### config.mk
export PLATFORM = sky130hd
export DESIGN_NAME = qif_neuron_array_flat
export DESIGN_NICKNAME = d
export VERILOG_FILES = /design/src/rtl/qif_neuron_array_if.sv /design/src/rtl/qif_neuron_array.sv /design/src/flat_wrapper.sv
export SDC_FILE = /design/constraint.sdc
export NUM_CORES = 1
export LEC_CHECK = 0
export CAP_MARGIN = 20
export CORE_MARGIN = 3
export CORE_UTILIZATION = 62
export CTS_BUF_LIST = sky130_fd_sc_hd__clkbuf_4 sky130_fd_sc_hd__clkbuf_8
export DETAILED_ROUTE_END_ITERATION = 12
export HOLD_SLACK_MARGIN = 0.12
export PLACE_DENSITY = 0.82
export RECOVER_POWER = 50
export SYNTH_ARGS = -nofsm -noshare
export SYNTH_HDL_FRONTEND = slang
export SYNTH_SLANG_ARGS = --single-unit
export TNS_END_PERCENT = 5
### constraint.sdc
create_clock -name clk -period 7.11 [get_ports clk]
set_input_delay 1.0665 -clock clk [delete_from_list [all_inputs] [get_ports clk]]
set_output_delay 1.0665 -clock clk [all_outputs]
set_load 0.1 [all_outputs]
### src/rtl/qif_neuron_array_if.sv
// -----------------------------------------------------------------------------
// qif_neuron_array_if
// Request/response bundle for the time-multiplexed QIF neuron array.
//
// Parameters
//   W     membrane / current word width (signed two's complement)
//   N_CH  number of neuron channels; channel fields are log2(N_CH) bits, min 1
//
// Signals
//   in_valid   request present                 (master -> slave)
//   in_ready   request accepted this edge      (slave  -> master)
//   in_ch      channel to update               (master -> slave)
//   in_isyn    signed synaptic current         (master -> slave)
//   out_valid  result present                  (slave  -> master)
//   out_ready  result consumed this edge       (master -> slave)
//   out_ch     channel of the result           (slave  -> master)
//   out_v      signed updated membrane value   (slave  -> master)
//   out_spike  the step fired                  (slave  -> master)
// -----------------------------------------------------------------------------
interface qif_neuron_array_if #(
    parameter int W    = 8,
    parameter int N_CH = 4
) ();

    localparam int CH_W = (N_CH > 1) ? $clog2(N_CH) : 1;

    logic                   in_valid;
    logic                   in_ready;
    logic [CH_W-1:0]        in_ch;
    logic signed [W-1:0]    in_isyn;

    logic                   out_valid;
    logic                   out_ready;
    logic [CH_W-1:0]        out_ch;
    logic signed [W-1:0]    out_v;
    logic                   out_spike;

    // The requester / result consumer side.
    modport master (
        output in_valid,
        output in_ch,
        output in_isyn,
        output out_ready,
        input  in_ready,
        input  out_valid,
        input  out_ch,
        input  out_v,
        input  out_spike
    );

    // The neuron array side.
    modport slave (
        input  in_valid,
        input  in_ch,
        input  in_isyn,
        input  out_ready,
        output in_ready,
        output out_valid,
        output out_ch,
        output out_v,
        output out_spike
    );

endinterface

### src/rtl/qif_neuron_array.sv
// -----------------------------------------------------------------------------
// qif_neuron_array
// Time-multiplexed array of quadratic integrate-and-fire neurons. Each accepted
// request performs one integration step on one channel:
//   v >= V_TH : v' = V_RESET, spike
//   otherwise : v' = sat(v + ((v >>> SHIFT) * (v >>> SHIFT)) + (isyn >>> 2))
// The step travels through a request stage, an operand stage (membrane read
// with forwarding) and the output register, so a result appears two edges
// after acceptance. Back-pressure from the output freezes the whole pipe.
//
// Optional feature (compile-time macro QIF_REFRAC_EN):
//   adds a per-channel refractory counter; after a spike the next REFRAC steps
//   of that channel hold v at V_RESET without firing.
//
// Parameters
//   W, N_CH, SHIFT, V_RESET, V_TH, REFRAC (REFRAC used only with QIF_REFRAC_EN)
//
// Ports
//   clk    clock, rising edge
//   rst_n  asynchronous reset, active high (historical name)
//   bus    qif_neuron_array_if.slave: request (in_*) and result (out_*) channels
// -----------------------------------------------------------------------------
module qif_neuron_array #(
    parameter int W       = 8,
    parameter int N_CH    = 4,
    parameter int SHIFT   = 3,
    parameter int V_RESET = -20,
    parameter int V_TH    = 50,
    parameter int REFRAC  = 2
) (
    input  logic               clk,
    input  logic               rst_n,
    qif_neuron_array_if.slave  bus
);

    localparam int CH_W  = (N_CH > 1) ? $clog2(N_CH) : 1;
    localparam int DEPTH = 1 << CH_W;
    localparam int AW    = 2 * W + 2;

    localparam logic signed [W-1:0]  V_RST_W = W'(V_RESET);
    localparam logic signed [W-1:0]  V_TH_W  = W'(V_TH);
    localparam logic signed [AW-1:0] SAT_MAX = $signed({{(AW-W+1){1'b0}}, {(W-1){1'b1}}});
    localparam logic signed [AW-1:0] SAT_MIN = $signed({{(AW-W+1){1'b1}}, {(W-1){1'b0}}});

`ifdef QIF_REFRAC_EN
    localparam int              R_W      = (REFRAC > 0) ? $clog2(REFRAC + 1) : 1;
    localparam logic [R_W-1:0]  REFRAC_W = R_W'(REFRAC);
`endif

    logic                   w_advance;
    logic                   w_inReady;
    logic                   w_accept;

    logic                   r_s1Valid;
    logic [CH_W-1:0]        r_s1Ch;
    logic signed [W-1:0]    r_s1Isyn;

    logic                   r_s2Valid;
    logic [CH_W-1:0]        r_s2Ch;
    logic signed [W-1:0]    r_s2Isyn;
    logic signed [W-1:0]    r_s2V;

    logic                   r_outValid;
    logic [CH_W-1:0]        r_outCh;
    logic signed [W-1:0]    r_outV;
    logic                   r_outSpike;

    logic signed [W-1:0]    r_vMem [DEPTH];

    logic                   w_fwd;
    logic signed [W-1:0]    w_opV;
    logic signed [W-1:0]    w_nextV;
    logic                   w_nextSpike;

    logic signed [AW-1:0]   w_vExt;
    logic signed [AW-1:0]   w_vScaled;
    logic signed [AW-1:0]   w_sq;
    logic signed [AW-1:0]   w_isynExt;
    logic signed [AW-1:0]   w_isynTerm;
    logic signed [AW-1:0]   w_sum;
    logic signed [W-1:0]    w_satV;

`ifdef QIF_REFRAC_EN
    logic [R_W-1:0]         r_rMem [DEPTH];
    logic [R_W-1:0]         r_s2R;
    logic [R_W-1:0]         w_opR;
    logic [R_W-1:0]         w_nextR;
`endif

    // A held result blocks everything behind it; the request port is closed
    // while reset is asserted so nothing is accepted into a clearing pipe.
    assign w_advance = !(r_outValid && !bus.out_ready);
    assign w_inReady = !rst_n && w_advance;
    assign w_accept  = bus.in_valid && w_inReady;

    assign bus.in_ready  = w_inReady;
    assign bus.out_valid = r_outValid;
    assign bus.out_ch    = r_outCh;
    assign bus.out_v     = r_outV;
    assign bus.out_spike = r_outSpike;

    // Quadratic integration in 2W+2 bits so the square and the sums can never
    // wrap; sign extension is explicit so the shifts stay arithmetic.
    assign w_vExt     = {{(AW-W){r_s2V[W-1]}}, r_s2V};
    assign w_isynExt  = {{(AW-W){r_s2Isyn[W-1]}}, r_s2Isyn};
    assign w_vScaled  = w_vExt >>> SHIFT;
    assign w_sq       = w_vScaled * w_vScaled;
    assign w_isynTerm = w_isynExt >>> 2;
    assign w_sum      = w_vExt + w_sq + w_isynTerm;

    // Clamp the wide sum back into the W-bit signed range.
    always_comb begin
        w_satV = w_sum[W-1:0];
        if (w_sum > SAT_MAX) begin
            w_satV = SAT_MAX[W-1:0];
        end else if (w_sum < SAT_MIN) begin
            w_satV = SAT_MIN[W-1:0];
        end
    end

    // Step decision for the operand stage: refractory hold (when built in),
    // threshold crossing with reset-to-V_RESET, or the saturated integration.
    always_comb begin
        w_nextV     = V_RST_W;
        w_nextSpike = 1'b0;
`ifdef QIF_REFRAC_EN
        w_nextR     = '0;
        if (r_s2R != '0) begin
            w_nextR = r_s2R - R_W'(1);
        end else if (r_s2V >= V_TH_W) begin
            w_nextSpike = 1'b1;
            w_nextR     = REFRAC_W;
        end else begin
            w_nextV = w_satV;
        end
`else
        if (r_s2V >= V_TH_W) begin
            w_nextSpike = 1'b1;
        end else begin
            w_nextV = w_satV;
        end
`endif
    end

    // The step in the operand stage writes the array on the same edge the step
    // in the request stage fetches, so a same-channel follower must take the
    // freshly computed value instead of the array contents.
    assign w_fwd = r_s2Valid && (r_s2Ch == r_s1Ch);
    assign w_opV = w_fwd ? w_nextV : r_vMem[r_s1Ch];
`ifdef QIF_REFRAC_EN
    assign w_opR = w_fwd ? w_nextR : r_rMem[r_s1Ch];
`endif

    // Pipeline registers: request stage, operand stage and output register all
    // move together and freeze together under back-pressure. Data fields only
    // load behind a valid step so the outputs stay quiet across bubbles.
    always_ff @(posedge clk or posedge rst_n) begin
        if (rst_n) begin
            r_s1Valid  <= 1'b0;
            r_s1Ch     <= '0;
            r_s1Isyn   <= '0;
            r_s2Valid  <= 1'b0;
            r_s2Ch     <= '0;
            r_s2Isyn   <= '0;
            r_s2V      <= '0;
            r_outValid <= 1'b0;
            r_outCh    <= '0;
            r_outV     <= '0;
            r_outSpike <= 1'b0;
        end else if (w_advance) begin
            r_s1Valid  <= w_accept;
            if (w_accept) begin
                r_s1Ch   <= bus.in_ch;
                r_s1Isyn <= bus.in_isyn;
            end
            r_s2Valid  <= r_s1Valid;
            if (r_s1Valid) begin
                r_s2Ch   <= r_s1Ch;
                r_s2Isyn <= r_s1Isyn;
                r_s2V    <= w_opV;
            end
            r_outValid <= r_s2Valid;
            if (r_s2Valid) begin
                r_outCh    <= r_s2Ch;
                r_outV     <= w_nextV;
                r_outSpike <= w_nextSpike;
            end
        end
    end

`ifdef QIF_REFRAC_EN
    // Refractory operand follows the membrane operand through the pipe.
    always_ff @(posedge clk or posedge rst_n) begin
        if (rst_n) begin
            r_s2R <= '0;
        end else if (w_advance && r_s1Valid) begin
            r_s2R <= w_opR;
        end
    end

    // Refractory counters are committed alongside the membrane values.
    always_ff @(posedge clk or posedge rst_n) begin
        if (rst_n) begin
            for (int i = 0; i < DEPTH; i++) begin
                r_rMem[i] <= '0;
            end
        end else if (w_advance && r_s2Valid) begin
            r_rMem[r_s2Ch] <= w_nextR;
        end
    end
`endif

    // Membrane array: written exactly once per step, when it moves into the
    // output register; a stalled output never writes again.
    always_ff @(posedge clk or posedge rst_n) begin
        if (rst_n) begin
            for (int i = 0; i < DEPTH; i++) begin
                r_vMem[i] <= V_RST_W;
            end
        end else if (w_advance && r_s2Valid) begin
            r_vMem[r_s2Ch] <= w_nextV;
        end
    end

endmodule

### src/flat_wrapper.sv
// flat-port wrapper written by rule: the top's interface ports become plain ports
module qif_neuron_array_flat 
#(
    parameter int W       = 8,
    parameter int N_CH    = 4,
    parameter int SHIFT   = 3,
    parameter int V_RESET = -20,
    parameter int V_TH    = 50,
    parameter int REFRAC  = 2
)
  (clk, rst_n, bus_in_valid, bus_in_ch, bus_in_isyn, bus_out_ready, bus_in_ready, bus_out_valid, bus_out_ch, bus_out_v, bus_out_spike);
  qif_neuron_array_if #(.W(W), .N_CH(N_CH)) bus_i ();
  input  logic clk;
  input  logic rst_n;
  input wire logic [$bits(bus_i.in_valid)-1:0] bus_in_valid;
  input wire logic [$bits(bus_i.in_ch)-1:0] bus_in_ch;
  input wire logic [$bits(bus_i.in_isyn)-1:0] bus_in_isyn;
  input wire logic [$bits(bus_i.out_ready)-1:0] bus_out_ready;
  output wire logic [$bits(bus_i.in_ready)-1:0] bus_in_ready;
  output wire logic [$bits(bus_i.out_valid)-1:0] bus_out_valid;
  output wire logic [$bits(bus_i.out_ch)-1:0] bus_out_ch;
  output wire logic [$bits(bus_i.out_v)-1:0] bus_out_v;
  output wire logic [$bits(bus_i.out_spike)-1:0] bus_out_spike;
  assign bus_i.in_valid = bus_in_valid;
  assign bus_i.in_ch = bus_in_ch;
  assign bus_i.in_isyn = bus_in_isyn;
  assign bus_i.out_ready = bus_out_ready;
  assign bus_in_ready = bus_i.in_ready;
  assign bus_out_valid = bus_i.out_valid;
  assign bus_out_ch = bus_i.out_ch;
  assign bus_out_v = bus_i.out_v;
  assign bus_out_spike = bus_i.out_spike;
  qif_neuron_array #(.W(W), .N_CH(N_CH), .SHIFT(SHIFT), .V_RESET(V_RESET), .V_TH(V_TH), .REFRAC(REFRAC)) u_core (.clk(clk), .rst_n(rst_n), .bus(bus_i));
endmodule
Yosys cells after proc, flatten, opt, wreduce, memory -nomap -nowiden
Cells that the tools add are included.

Flip-flop bits (word level): 74. Bits of input ports: 14. Output and inout port bits: 13. Word-level logic and storage cells: 51.

Add/subtract/negate cells: 2. $mul: 1. Order comparisons: 6. Equal/unequal tests: 1. Multiplexer cells: 11. Bitwise logic cells: 3. Reductions and logical operators: 12.

Operators with widths (count): 8-bit two-way mux (7); 32-bit bitwise mux (1); 18-bit by 6-bit adder with 18-bit output (1); 18-bit by 8-bit > comparator with 1-bit output (second input constant) (1); 18-bit by 8-bit less-than comparator with 1-bit output (second input constant) (1); 8-bit binary-select mux with 2-bit select (1); 8-bit demux with 2-bit select (1); 8-bit by 10-bit adder with 11-bit output (1); 5-bit by 5-bit multiplier with 10-bit output (1); 8-bit by 7-bit >= comparator with 1-bit output (second input constant) (1); 3-bit >= comparator (second input constant) (2); 1-bit logical AND (6); 2-bit inverter with 3-bit output (2); 2-bit AND reduction (3); 1-bit zero test (3); 3-bit by 1-bit less-than comparator with 1-bit output (second input constant) (1); 2-bit equality test (1); 1-bit two-way mux (1); 1-bit inverter (1).

Logic depth before layout (Yosys ltp)
Gate-level depths: netlist of run 1.

Word-level depth: 8. Mapped depth: 27. Mapped depth without buffers: 26.

Least setup slack after synthesis of run 1
OpenSTA, ideal clock, no wires.

Path type: reg-to-reg. From: reg u_core.r_s2V[7]. To: reg u_core.r_s2V[3]. Setup time: 0.126 ns. Arrival: 5.782 ns. Required time: 6.984 ns. Slack: 1.202 ns. Stages on the path, launching flop included: 28. Buffers on the path: 1. Clock period less this slack: 5.908 ns. Cells stage by stage: dfrtp_1 > inv_1 > nor2_1 > xnor2_1 > ha_1 > inv_1 > fa_1 > inv_1 > fa_1 > fa_1 > inv_1 > fa_1 > inv_1 > a21o_1 > a21oi_1 > o21bai_1 > a21oi_1 > xnor2_1 > ha_1 > clkbuf_4 > nand2_1 > o21ai_0 > and2_2 > a221oi_1 > or4_4 > a21oi_4 > o21ai_2 > a221o_1.

Word-level cells in the longest chain between the ends: 8. Elaborated cells on any way between the ends: 10. Those cells by class: 2 x add/sub; 1 x mul; 3 x order compare; 4 x mux.

Ends and longest elaborated chain: start: declaration (line qif_neuron_array.sv:61) `logic signed [W-1:0] r_s2V;`; start signal: assignment (line qif_neuron_array.sv:180) `r_s2V <= w_opV;`; 5-bit by 5-bit multiplier with 10-bit output (line qif_neuron_array.sv:107) `assign w_sq = w_vScaled * w_vScaled;`; 8-bit by 10-bit adder with 11-bit output (line qif_neuron_array.sv:109) `assign w_sum = w_vExt + w_sq + w_isynTerm;`; 18-bit by 6-bit adder with 18-bit output (line qif_neuron_array.sv:109); 18-bit by 8-bit less-than comparator with 1-bit output (line qif_neuron_array.sv:116) `end else if (w_sum < SAT_MIN) begin`; 8-bit two-way mux (line qif_neuron_array.sv:116); 8-bit two-way mux (line qif_neuron_array.sv:114) `if (w_sum > SAT_MAX) begin`; 8-bit two-way mux (*) (line qif_neuron_array.sv:137) `if (r_s2V >= V_TH_W) begin`; 8-bit two-way mux (*) (line qif_neuron_array.sv:149) `assign w_opV = w_fwd ? w_nextV : r_vMem[r_s1Ch];`.

Mark *: on every way between the ends. The rest lies on a longest branch, timed or not. A chain may end at the register's enable or synchronous reset.

Final worst setup path of run 1
From: reg u_core.r_s2V[7]. To: reg u_core.r_s2V[4].

The elaborated chain is that of the path after synthesis.

==> results of run 1 <==
stage by stage:
step / hold WS [ns] / setup slack (ns) / instance area (um^2)
final: 0.4845 / 0.5165 / 5216
after global routing: 0.5102 / 0.003503 / 5216
after CTS: 0.4849 / 0.3882 / 5213
after detailed placement: 0.4699 / 0.4199 / 4994
after global placement: 0.4574 / 0.5560 / 4994
after floorplan: 0.4446 / 1.202 / 4666
sequential cells by signal, indices dropped and copies added, names as in the netlist, 2 cells and up:
signal and count:
u_core.bus.out_ch 2, u_core.r_s1Isyn 6, u_core.bus.out_v 8, u_core.r_s2V 8, u_core.r_s2Isyn 6, u_core.r_vMem 32
u_core.r_s2Ch 2, u_core.r_s1Ch 2
Yosys cell counts, types with 4 or more instances:
library cell and instances:
nand2_1 48, o21ai_0 34, nand2b_1 4, a21oi_1 32, fa_1 22, a211oi_1 4
ha_1 34, nor2_1 24, a21o_1 5, mux4_2 8, mux2_2 25, xnor2_1 19
dfrtp_1 50, dfstp_2 20, o31ai_1 5, clkbuf_1 12, inv_1 45
per-layer routing:
metal  global-route usage [%]  share of wire, %  vias up
met5                        0                 0        -
met4                    7.937               1.1        0
met3                    3.087               3.9       13
met2                    42.72                52       73
met1                    31.90                43     1690
li1                         -                 -     1579
kinds of logic after synthesis:
logic type,synth area share [%]
mux,9.895
buf+inv,5.122
fa+ha+maj,18.56
flops,38.08
simple gates,9.761
compound gates,14.64
xor+xnor,3.942
placed cells by master, fill, tap and decap left out, types with 3 or more instances in the layout:
master,count
a21oi_1,32
nand2_1,48
o21bai_1,3
o31a_1,3
xnor2_1,19
o21ai_0,34
ha_1,34
fa_1,22
mux2_2,25
o31ai_1,5
mux4_2,8
clkdlybuf4s50_1,22
dfstp_2,20
nand2b_1,4
nor2_1,24
clkbuf_8,9
buf_4,4
a211oi_1,4
a21o_1,5
inv_1,44
dfrtp_1,50
timing repair:
item / 4_1_cts / 5_1_grt
endpoints found under the setup margin: 0 / 18
hold buffers: 0 / 0
resized for setup: 0 / 1
final timing paths:
kind,slack [ns],to
setup reg to reg,0.52,u_core.r_s2V[4]
min in group asynchronous,2.62,u_core.bus.out_v[3]
hold reg to reg,0.48,u_core.r_vMem[14]
hold / removal,0.48,u_core.r_vMem[14]
max in group asynchronous,2.46,u_core.r_s2Isyn[6]
setup / recovery,0.52,u_core.r_s2V[4]
area by class of cell:
type	instances	area (um^2)
Fill cell	524	1841
Clock buffer	10	131.4
Multi-Input combinational cell	313	2658
Tap cell	96	120.1
Clock inverter	6	87.58
Sequential cell	70	1777
Inverter	45	168.9
Timing Repair Buffer	29	274.0
critical path, stage by stage (launching register included):
cell and delay, ns:
dfrtp_1 0.49, inv_1 0.16, nor2_1 0.19, xnor2_1 0.09, ha_1 0.28, inv_1 0.06
fa_1 0.52, inv_1 0.05, fa_1 0.55, fa_1 0.45, ha_1 0.31, a21o_1 0.16
a21oi_1 0.23, o21bai_1 0.09, a21oi_1 0.23, o21bai_1 0.09, a21oi_1 0.18, xnor2_1 0.13
ha_1 0.34, nor3b_1 0.34, o21ai_0 0.14, o31ai_1 0.32, a41oi_2 0.32, o31a_1 0.50
o31ai_1 0.27
==> flow_metrics.tcl, run 1 <==
set metrics [dict create \
    timing.final.crit_share_pct 92.74 \
    fin_skew_ns 0.01303 \
    grt_max_degree 72 \
    crit_required_ns 7.34 \
    gp_congestion 0.8000 \
    drc 0 \
    fin_cells 569 \
    num_vias 3355 \
    antenna_found_initial 0 \
    rr_worst_depth 24 \
    nNetsFinal 538 \
    synth_cell_types 58 \
    critPathLaunchType "flip-flop" \
    async_flop_share_pct 100.0 \
    synth_ff_type "dfrtp_1" \
    cts.sinks 70 \
    path_class "flip-flop to flip-flop" \
    initial_core_util_pct 66.12 \
    syn2layout_area_growth_pct 11.80 \
    root_buffer "clkbuf_8" \
    cts_tree "yes" \
    utilization_pct 73.92 \
    clkLatencyLatePin_ns 0.35 \
    wl_per_cell_um 17.13 \
    reg2reg_from "u_core.r_s2V[7]" \
    finalHoldViolCount 0 \
    ys_ff_latch 70 \
    dieArea_um2 8603 \
    drv_slew 72 \
    rsz0062_at_grt "false" \
    dr.pass1.iters 5 \
    place_inst 553 \
    place_hpwl_mm 7.014 \
    htree_levels 3 \
    critPathCaptureType "flip-flop" \
    dieWidth_um 92.75 \
    synth_nets 513 \
    max_freq_ghz 0.1517 \
    hold_start "u_core.r_vMem[14]" \
    violations "capacitance limit, slew limit" \
    netlist_instances 443 \
    rows 30 \
    ys_warn_count 0 \
    path_max_fanout 9 \
    relSlewSlack_pct -144.3 \
    cts_setup_buffers 0 \
    grt_usage_pct 24.50 \
    worst_pin_slew_ns 3.665 \
    ctsLongestPathBuffers 2 \
    status "finished with violations" \
    max_cap_violations 1 \
    synth_seq_area_share_pct 38.08 \
    finalCriticalPeriod_ns 6.593 \
    path_clk_slew_ns 0.07 \
    crit_start "u_core.r_s2V[7]" \
    synth_area_leaders "dfrtp_1, dfstp_2, fa_1, ha_1, mux2_2" \
    drive_gt1_share_pct 19.03 \
    grt_pass1_vias 3522 \
    die_h_um 92.75 \
    setup_viol 0 \
    yosys.area.top_type "dfrtp_1" \
    ioPinCount 27 \
    core_um2 7057 \
    wl_mm 9.749 \
    synth_top_area_share_pct 26.82 \
    grt-ovfl-total 0 \
    initialDrtViolationCount 159 \
    n_antenna_cell 0 \
    io_buffers 24 \
    holdPathStages 2 \
    arrival_ns 6.83 \
    synth_area_per_cell_um2 10.53 \
    ant_nets 0 \
    holdCritPathClass "flip-flop to flip-flop" \
    synth_edf_count 0 \
    cts_inserted_buffers 9 \
    tns_ns 0 \
    netlist_area_um2 4666 \
    vias_per_cell 5.896 \
    grt_pass1_wl_mm 16.56 \
]
Power of run 1 is not shown: default switching activity piles up to over one toggle a cycle in this logic, so the estimate is an artifact.
==> run 2: changes to the inputs <==
CELL_PAD_IN_SITES_DETAIL_PLACEMENT = 1   (was default)
CELL_PAD_IN_SITES_GLOBAL_PLACEMENT = 2   (was default)
CORE_UTILIZATION = 41   (was 62)
PLACE_DENSITY = default   (was 0.82)
PLACE_DENSITY_LB_ADDON = 0.1   (was default)
==> flow_metrics.tcl, run 2 (same netlist as run 1, synthesis figures left out) <==
set metrics [dict create \
    grt-ovfl-total 0 \
    finalHoldViolCount 0 \
    n_antenna_cell 0 \
    rows 38 \
    wl_per_cell_um 17.47 \
    crit_required_ns 7.31 \
    critPathCaptureType "flip-flop" \
    top_register "u_core.r_vMem" \
    drv_slew 72 \
    ant_nets 0 \
    root_buffer "clkbuf_8" \
    initial_core_util_pct 42.48 \
    holdCritPathClass "flip-flop to flip-flop" \
    htree_levels 3 \
    grt_usage_pct 18.42 \
    dr.pass1.iters 4 \
    drc 0 \
    fin_area_um2 5320 \
    io_buffers 24 \
    tns_ns 0 \
    core_um2 10980 \
    critPathLaunchType "flip-flop" \
    gp_congestion 0.7340 \
    ctsLongestPathBuffers 2 \
    cts_inserted_buffers 9 \
    path_class "flip-flop to flip-flop" \
    wl_mm 10.73 \
    utilization_pct 48.44 \
    rr_worst_depth 24 \
    path_max_fanout 7 \
    whs_ns 0.4789 \
    initialDrtViolationCount 150 \
    finalCriticalPeriod_ns 6.532 \
    setup_viol 0 \
    die_h_um 112.7 \
    grt_pass1_wl_mm 18.55 \
    fin_skew_ns 0.007325 \
    max_cap_violations 1 \
    postCtsHoldBufs 0 \
    drive_gt1_share_pct 19.41 \
    worst_pin_slew_ns 3.771 \
    antenna_found_initial 0 \
    vias_per_cell 5.339 \
    cts.sinks 70 \
    grt_max_degree 72 \
    path_clk_slew_ns 0.08 \
    num_vias 3278 \
    holdPathStages 2 \
    dieArea_um2 12700 \
    hold_start "u_core.r_vMem[17]" \
    worst_r2r_endpoint "u_core.r_s2V[5]" \
    largest_reg_flops 32 \
    min_delay_worst_endpoint "u_core.r_vMem[17]" \
    clkLatencyLatePin_ns 0.35 \
    rsz0062_at_grt "false" \
    dieWidth_um 112.7 \
    ioPinCount 27 \
    arrival_ns 6.73 \
    nNetsFinal 539 \
    r2r_slack_ns 0.58 \
    cts_tree "yes" \
    reg2reg_from "u_core.r_s2V[7]" \
    grt_pass1_vias 3610 \
    timing.final.crit_share_pct 91.86 \
    final_cell_mix "nand2_1, dfrtp_1, inv_1" \
    status "finished with violations" \
    place_hpwl_mm 7.851 \
    syn2layout_area_growth_pct 14.03 \
    max_freq_ghz 0.1531 \
    placed_area_um2 5049 \
    violations "capacitance limit, slew limit" \
    relSlewSlack_pct -151.4 \
]
run 2: how the worst max path moves through the flow:
stage	startpoint	endpoint	slack, ns
floorplan	u_core.r_s2V[7]	u_core.r_s2V[3]	1.20
global placement	u_core.r_s2V[7]	u_core.r_s2V[2]	0.40
detailed placement	u_core.r_s2V[7]	u_core.r_s2V[2]	0.23
CTS	u_core.r_s2V[7]	u_core.r_s2V[2]	0.19
global route	u_core.r_s2V[7]	u_core.r_vMem[1]	0.05
finish	u_core.r_s2V[7]	u_core.r_s2V[5]	0.58
run 2: repair_timing:
item,CTS,global route
buffers inserted,0,1
hold endpoints to repair,0,0
resized for setup,0,4
endpoints found under the setup margin,0,42
run 2: layer usage:
metal	global-route usage [%]	part of all wire, %	up-vias	routed length [um]
li1	-	-	1577	-
met1	23.76	46	1665	4971
met2	31.99	51	27	5444
met3	3.181	1.8	9	192
met4	4.968	1.1	0	116
met5	0	0	-	0
run 2: cell type report:
cell class	count	area, um^2
clock inverters	3	90.09
fillers	1191	5663
clock buffers	13	166.4
flip-flops and latches	70	1778
inverters	45	168.9
repair buffers	30	281.5
well taps	140	175.2
multi-input cells	313	2660
run 2: critical path, cell delays in order (launching register included):
cell and delay, ns:
dfrtp_2 0.47, inv_1 0.18, nor2_1 0.10, xnor2_1 0.15, ha_1 0.28, inv_1 0.05
fa_1 0.53, inv_1 0.05, fa_1 0.56, fa_1 0.45, ha_1 0.31, a21o_1 0.16
a21oi_1 0.22, o21bai_1 0.10, a21oi_1 0.23, xnor2_1 0.16, ha_1 0.32, a21oi_1 0.26
o21ai_0 0.16, a31oi_1 0.21, xnor2_1 0.14, or4_4 0.52, a21oi_4 0.22, o21a_1 0.42
o31ai_1 0.14
run 2: stage by stage:
step           setup slack [ns]  instances
2_1_floorplan             1.202        443
3_3_place_gp             0.3988        597
3_5_place_dp             0.2315        597
4_1_cts                  0.1935        613
5_1_grt                 0.04707        614
6_report                 0.5784        614
Power of run 2 is left out for the same reason.
